### config.mk
export PLATFORM = sky130hd
export DESIGN_NAME = const_div_seq
export DESIGN_NICKNAME = d
export VERILOG_FILES = /design/src/rtl/const_div_seq.sv
export SDC_FILE = /design/constraint.sdc
export NUM_CORES = 1
export LEC_CHECK = 0
export ABC_CLOCK_PERIOD_IN_PS = 2050
export CORE_MARGIN = 4
export CORE_UTILIZATION = 49
export CTS_BUF_LIST = sky130_fd_sc_hd__clkbuf_4 sky130_fd_sc_hd__clkbuf_8 sky130_fd_sc_hd__clkbuf_16
export DETAILED_ROUTE_END_ITERATION = 10
export PLACE_DENSITY_LB_ADDON = 0.05
export SYNTH_ARGS = -nofsm -noshare
export SYNTH_HDL_FRONTEND = slang
export SYNTH_SLANG_ARGS = --single-unit
### constraint.sdc
create_clock -name clk -period 2.05 [get_ports clk]
set_input_delay 0.3075 -clock clk [delete_from_list [all_inputs] [get_ports clk]]
set_output_delay 0.3075 -clock clk [all_outputs]
set_load 0.01 [all_outputs]
### src/rtl/const_div_seq.sv
// const_div_seq: sequential divide-by-constant, K dividend bits per cycle
// through a constant quotient/residue lookup, with valid/ready handshakes.
module const_div_seq #(
  parameter int N = 32,
  parameter int D = 23,
  parameter int K = 2
) (
  input  logic                   clk,
  input  logic                   rst_n,
  input  logic                   in_valid,
  output logic                   in_ready,
  input  logic [N-1:0]           in_x,
  output logic                   out_valid,
  input  logic                   out_ready,
  output logic [N-1:0]           out_q,
  output logic [$clog2(D)-1:0]   out_r,
  output logic                   busy
);
  localparam int RW = $clog2(D);
  localparam int STEPS = N / K;
  localparam int TW = RW + K;
  localparam int CW = $clog2(STEPS + 1);
  typedef enum logic [1:0] {IDLE, RUN, DONE} state_t;
  state_t state_q, state_d;
  logic [N-1:0] sh_q, sh_d, acc_q, acc_d, quo_q, quo_d;
  logic [RW-1:0] r_q, r_d, rem_q, rem_d;
  logic [CW-1:0] cnt_q, cnt_d;
  logic [TW-1:0] t;
  logic [K-1:0] q_tab [2**TW];
  logic [RW-1:0] r_tab [2**TW];
  // Constant tables evaluated at elaboration; only t < D*2^K is ever indexed.
  for (genvar i = 0; i < 2**TW; i++) begin : g_tab
    localparam int unsigned QV = i / D;
    localparam int unsigned RV = i % D;
    assign q_tab[i] = QV[K-1:0];
    assign r_tab[i] = RV[RW-1:0];
  end
  assign t = {r_q, sh_q[N-1 -: K]};
  always_comb begin
    state_d = state_q;
    sh_d = sh_q;
    acc_d = acc_q;
    r_d = r_q;
    cnt_d = cnt_q;
    quo_d = quo_q;
    rem_d = rem_q;
    case (state_q)
      IDLE: if (in_valid) begin
        sh_d = in_x;
        acc_d = '0;
        r_d = '0;
        cnt_d = CW'(STEPS);
        state_d = RUN;
      end
      RUN: begin
        r_d = r_tab[t];
        acc_d = (acc_q << K) | N'(q_tab[t]);
        sh_d = sh_q << K;
        cnt_d = cnt_q - CW'(1);
        if (cnt_q == CW'(1)) begin
          quo_d = acc_d;
          rem_d = r_d;
          state_d = DONE;
        end
      end
      DONE: state_d = out_ready ? IDLE : DONE;
      default: state_d = IDLE;
    endcase
  end
  always_ff @(posedge clk) begin
    if (!rst_n) begin
      state_q <= IDLE;
      sh_q <= '0;
      acc_q <= '0;
      r_q <= '0;
      cnt_q <= '0;
      quo_q <= '0;
      rem_q <= '0;
    end else begin
      state_q <= state_d;
      sh_q <= sh_d;
      acc_q <= acc_d;
      r_q <= r_d;
      cnt_q <= cnt_d;
      quo_q <= quo_d;
      rem_q <= rem_d;
    end
  end
  assign in_ready = state_q == IDLE;
  assign out_valid = state_q == DONE;
  assign busy = state_q == RUN;
  assign out_q = quo_q;
  assign out_r = rem_q;
endmodule

After elaboration in Yosys (flattened, before gate mapping)

Memory sizes are Yosys's and may differ from the RTL's.
Cells that the tools add are included.

Register bits after elaboration: 111
Memory bits (read-only): 896
Input bits: 36
Output and inout bits: 40
Logic and storage cells: 39
Memories kept: 2

Memories:

| memory           | words | bits a word | read ports | clocked after Yosys merged registers in | wr ports | RTL line | source |
|---|---|---|---|---|---|---|---|
| (name not given) | 128   | 5           | 1          | 0                                       | 0        | 56       | `r_d = r_tab[t];` |
| (name not given) | 128   | 2           | 1          | 0                                       | 0        | 57       | `acc_d = (acc_q << K) \| N'(q_tab[t]);` |

Add/sub/neg operators: 1
$lt $le $gt $ge: 1
Equality and inequality tests: 5
Mux-type cells: 16
Bitwise logic cells: 2
Reduce and logical (&&, ||, !) cells: 5

Operator list:

| kind                                                                    | number |
|---|---|
| 32-bit case mux with 2 select lines                                     | 1 |
| 30-bit case mux with 2 select lines                                     | 1 |
| 32-bit 2-to-1 mux                                                       | 1 |
| 32-bit by 2-bit OR with 32-bit output                                   | 1 |
| 30-bit 2-to-1 mux                                                       | 1 |
| 5-bit 2-to-1 mux                                                        | 4 |
| 5-bit case mux with 2 select lines                                      | 2 |
| 2-bit 2-to-1 mux                                                        | 5 |
| 8-bit greater-or-equal comparator, second input constant                | 1 |
| 7-bit NOT with 8-bit output                                             | 1 |
| 2-bit case mux with 3 select lines                                      | 1 |
| 2-bit AND reduction                                                     | 3 |
| 5-bit by 1-bit equality test with 1-bit output, second input constant   | 1 |
| 5-bit by 1-bit subtractor with 5-bit output, second input constant      | 1 |
| 2-bit by 1-bit equality test with 1-bit output, second input constant   | 1 |
| 2-bit equality test, second input constant                              | 1 |
| 2-bit logical NOT                                                       | 1 |
| 2-bit by 1-bit inequality test with 1-bit output, second input constant | 1 |
| 2-bit inequality test, second input constant                            | 1 |
| 2-bit nonzero test                                                      | 1 |

Longest topological paths before layout

Word-level depth: 6
Mapped depth: 8
Gate-level depth less buffers: 7

Worst setup path before layout

OpenSTA, ideal clock, no wires.

Kind: flip-flop to flip-flop
From: register sh_q[31]
To: register r_q[0]
Library setup time: 133 ps
Data arrival time: 1832 ps
Required time: 1917 ps
Slack: 85 ps
Cell stages (with the launch flop): 9
Path buffers: 1
Clock period less this slack: 1965 ps
Cell sequence: dfxtp_1 buf_2 inv_1 ha_1 or4b_2 o21ai_0 o21ai_0 nand4_1 a31oi_1

Cells in the longest elaborated chain, start to end: 5

Ends and longest elaborated chain:

| element                                              | RTL line | source |
|---|---|---|
| start, declared                                      | 25       | `logic [N-1:0] sh_q, sh_d, acc_q, acc_d, quo_q, quo_d;` |
| start signal, assigned                               | 73       | `sh_q <= '0;` |
| start signal, assigned                               | 81       | `sh_q <= sh_d;` |
| 7-bit NOT with 8-bit output (not written as such)    | 56       |  |
| memory read 128 x 5 bit                              | --       |  |
| 5-bit 2-to-1 mux (not written as such) (2 in series) | 56       |  |
| 5-bit case mux with 2 select lines                   | 47       | `case (state_q)` |
| end signal, assigned                                 | 83       | `r_q <= r_d;` |
| end, declared                                        | 26       | `logic [RW-1:0] r_q, r_d, rem_q, rem_d;` |

No other way between the ends. The select of a mux whose other input is x is not followed.
A chain may end at the register's enable or synchronous reset.

Worst setup path after layout

From: register state_q[1]
To: output out_valid

Cells in the longest elaborated chain, start to end: 1

Ends and longest elaborated chain:

| element                | RTL line | source |
|---|---|---|
| start, declared        | 24       | `state_t state_q, state_d;` |
| start signal, assigned | 80       | `state_q <= state_d;` |
| 2-bit equality test    | 90       | `assign out_valid = state_q == DONE;` |
| end, declared          | 13       | `output logic out_valid,` |

No other way between the ends.

==> metrics.yaml <==
run_status:
  status: "finished, final reports clean"
placed_design:
  dp_hpwl_um: 9050
  numPortBuffers: 75
  routabilityCongestion: 0.931
  postPlaceCellArea_um2: 6280
worst_setup_path:
  end_kind: "output pin"
  critPathKind: "flop to output pin"
  r2r_cells: 6
  cp-start-kind: "flop"
  required_ps: 1740
  r2r_start: "r_q[0]"
  arrival_ps: 1610
  ff2ff_setup_slack_ps: 160
  reg2reg_to: "r_q[0]"
  crit_path_max_fanout: 6
detailed_routing:
  drt-wirelength-per-cell_um: 15.5
  dr.pass1.iters: 5
  ant_nets: 0
  vias: 4847
  via_per_inst: 5.68
  routed_wl_um: 13200
  drt_iter0_markers: 319
  drc_errors: 0
logic_synthesis:
  synth_nets: 693
  ys_warn_count: 0
  synth-edff-count: 0
  netlist_area_um2: 5290
  synth.top_cells.by_area: "dfxtp_1 (42%), a21oi_1 (7.8%), o221a_2 (6.6%), nor2_1 (6.2%), nand2_1 (5.7%)"
  synth_top_area_cell: "dfxtp_1"
  async_flop_share_pct: 0
  syn_avg_cell_area_um2: 8.19
  synth_top_area_share_pct: 42.0
  seq_area_frac_synth_pct: 42.0
  synth-main-ff-cell: "dfxtp_1"
  ys_ff_latch: 111
  synthDistinctLibCells: 58
  synth_cells: 646
power_and_ir_drop:
  powerDensity_nw_per_um2: 665
  p_total_mw: 4.30
  p_leak_nw: 2.37
  pwr-share-comb_pct: 17.3
  internal_power_mw: 3.06
  ir_worst_vdd_v: 0.000495
  power_frac_seq_pct: 53.8
  power.share.clock_pct: 28.9
  switching_share_pct: 28.7
  p_sw_mw: 1.24
grt:
  antenna_found_initial: 0
  grt_pass1_wl_um: 22200
  grt_pass1_vias: 4541
  overflow: 0
  grt_max_degree: 42
  grtUsageTotal_pct: 20.9
sta:
  drv_slew: 0
  rsz0062_at_grt: "no"
  tns_ps: 0
  max_slew_margin_pct: 61.2
  hold_slack_ps: 458
  worst_pin_slew_ps: 582
  fin_crit_ps: 1920
  setup_violations: 0
  fmax_mhz: 522
  finalCritPeriodShare_pct: 93.5
  worst_clock_skew_ps: 21.4
  hold_viol: 0
die:
  die_y_um: 112
  start_util_pct: 50.8
  die_area_um2: 12500
  ios: 76
  die_w_um: 112
  fp.coreArea_um2: 10400
  fp-row-count: 37
finish:
  fin_nets: 760
  syn_to_final_growth_pct: 22.3
  design_area_um2: 6470
  layout-drive-gt1-share_pct: 14.5
  antenna_cells: 0
clock_network:
  numCtsBuffers: 9
  clock_path_buffers: 2
  root_buffer: "clkbuf_8"
  path_clk_slew_ps: 100
  cts_tree: "built"
  ctsHtreeMaxLevel: 3
  clock-sinks: 111
  worstSkewPairLatency_ps: 370
hold_path:
  hold_end: "out_q[18]"
  holdPathStages: 2
  hold_path.startpoint: "out_q[18]"
  hp-class: "flop to flop"
run:
  cap_violations: 0
## critical path, stage by stage (launching register included)
cell	delay, ps
dfxtp_1	440
nor2b_1	230
clkdlybuf4s50_1	580
## area by class of cell
type,count,area (µm²)
timing repair buffer,118,1110
clock inverter,6,56.3
clock buffer,9,124
inverter,12,45.0
sequential,111,2230
multi-input combinational,461,2730
fill,964,3950
tap,136,170
## cell families (layout without fill, tap and decap cells)
family	after synthesis	count (layout)	synth area share [%]
mux	4	4	0.804
simple gates	242	242	20.9
fa+ha+maj	11	11	2.60
flops	111	111	42.0
compound gates	204	204	27.3
buf+inv	74	145	6.43
## sequential cells by signal, summed over array words and instances, names as in the netlist
signal   flops
acc_q       30
sh_q        32
state_q      2
cnt_q        5
out_r        5
out_q       32
r_q          5
## cells in the mapped netlist (2+ instances only)
library cell and number:
dfxtp_1 111, nor2_1 87, a21oi_1 82, nand2_1 80, nor2b_1 38, clkbuf_1 32
a22oi_1 31, o221a_2 31, buf_2 20, o21ai_0 13, ha_1 11, inv_1 10
a211oi_1 8, nor3_1 8, a31oi_1 5, nand2b_1 5, nand3_1 5, o32ai_1 5
and2_1 4, buf_1 4, buf_6 4, a21o_1 3, a311oi_1 3, or2_2 3
a221o_1 2, a221oi_1 2, a31o_2 2, buf_4 2, mux2_2 2, mux2i_1 2
nand3b_1 2, o211ai_1 2, o31a_1 2
## metrics by stage
step	worst slack [ps]	util, %	std cells
3_5_place_dp	168	60.3	838
2_1_floorplan	85.2	-	646
6_report	133	62.1	853
3_3_place_gp	200	60.3	838
4_1_cts	58.9	62.0	853
5_1_grt	7.22	62.1	853
## power by group through the flow
stage	registers [mW]	clock network [mW]	logic [mW]
after detailed placement	2.36	0	0.740
after CTS	2.31	1.28	0.744
final	2.31	1.24	0.745
after global placement	2.35	0	0.731
after global routing	2.32	1.36	0.824
after floorplan	2.34	0	0.502
## repair_timing
action                                  4_1_cts  5_1_grt
pin swaps                                     0        0
buffers inserted                              0        0
hold buffers                                  0        0
endpoints found under the setup margin        1        3
gates resized for setup                       1        2
## how the worst max path moves through the flow
stage / from / endpoint / slack [ps] / depth (start not counted)
floorplan: sh_q[31] / r_q[0] / 90 / 8
global placement: r_q[0] / r_q[0] / 200 / 5
detailed placement: sh_q[30] / out_r[1] / 170 / 8
CTS: state_q[1] / busy / 60 / 3
global route: sh_q[31] / out_r[1] / 7 / 8
finish: state_q[1] / out_valid / 130 / 2
## layout by cell type, fill, tap and decap left out, drive strengths merged, types with 3 or more instances in the layout
cell / instances
nand2: 80
o21ai: 14
buf: 43
clkinv: 3
and2: 4
dfxtp: 111
a31oi: 5
nor2b: 38
nand3: 5
a22oi: 31
nor2: 87
a211oi: 8
inv: 13
o221a: 31
ha: 11
nor3: 8
a311oi: 3
a21oi: 82
nand2b: 5
a31o: 3
clkdlybuf4s50: 74
o32ai: 5
clkbuf: 9
a21o: 3
or2: 3
## routing by layer
layer,share of wire [%],vias to the layer above,GRT usage [%]
li1,-,2418,-
met1,47,2271,29.1
met2,47,138,34.1
met3,4.5,20,2.88
met4,1.2,0,5.27
met5,0,-,0
Note: power is estimated with default switching activity, not from simulation.
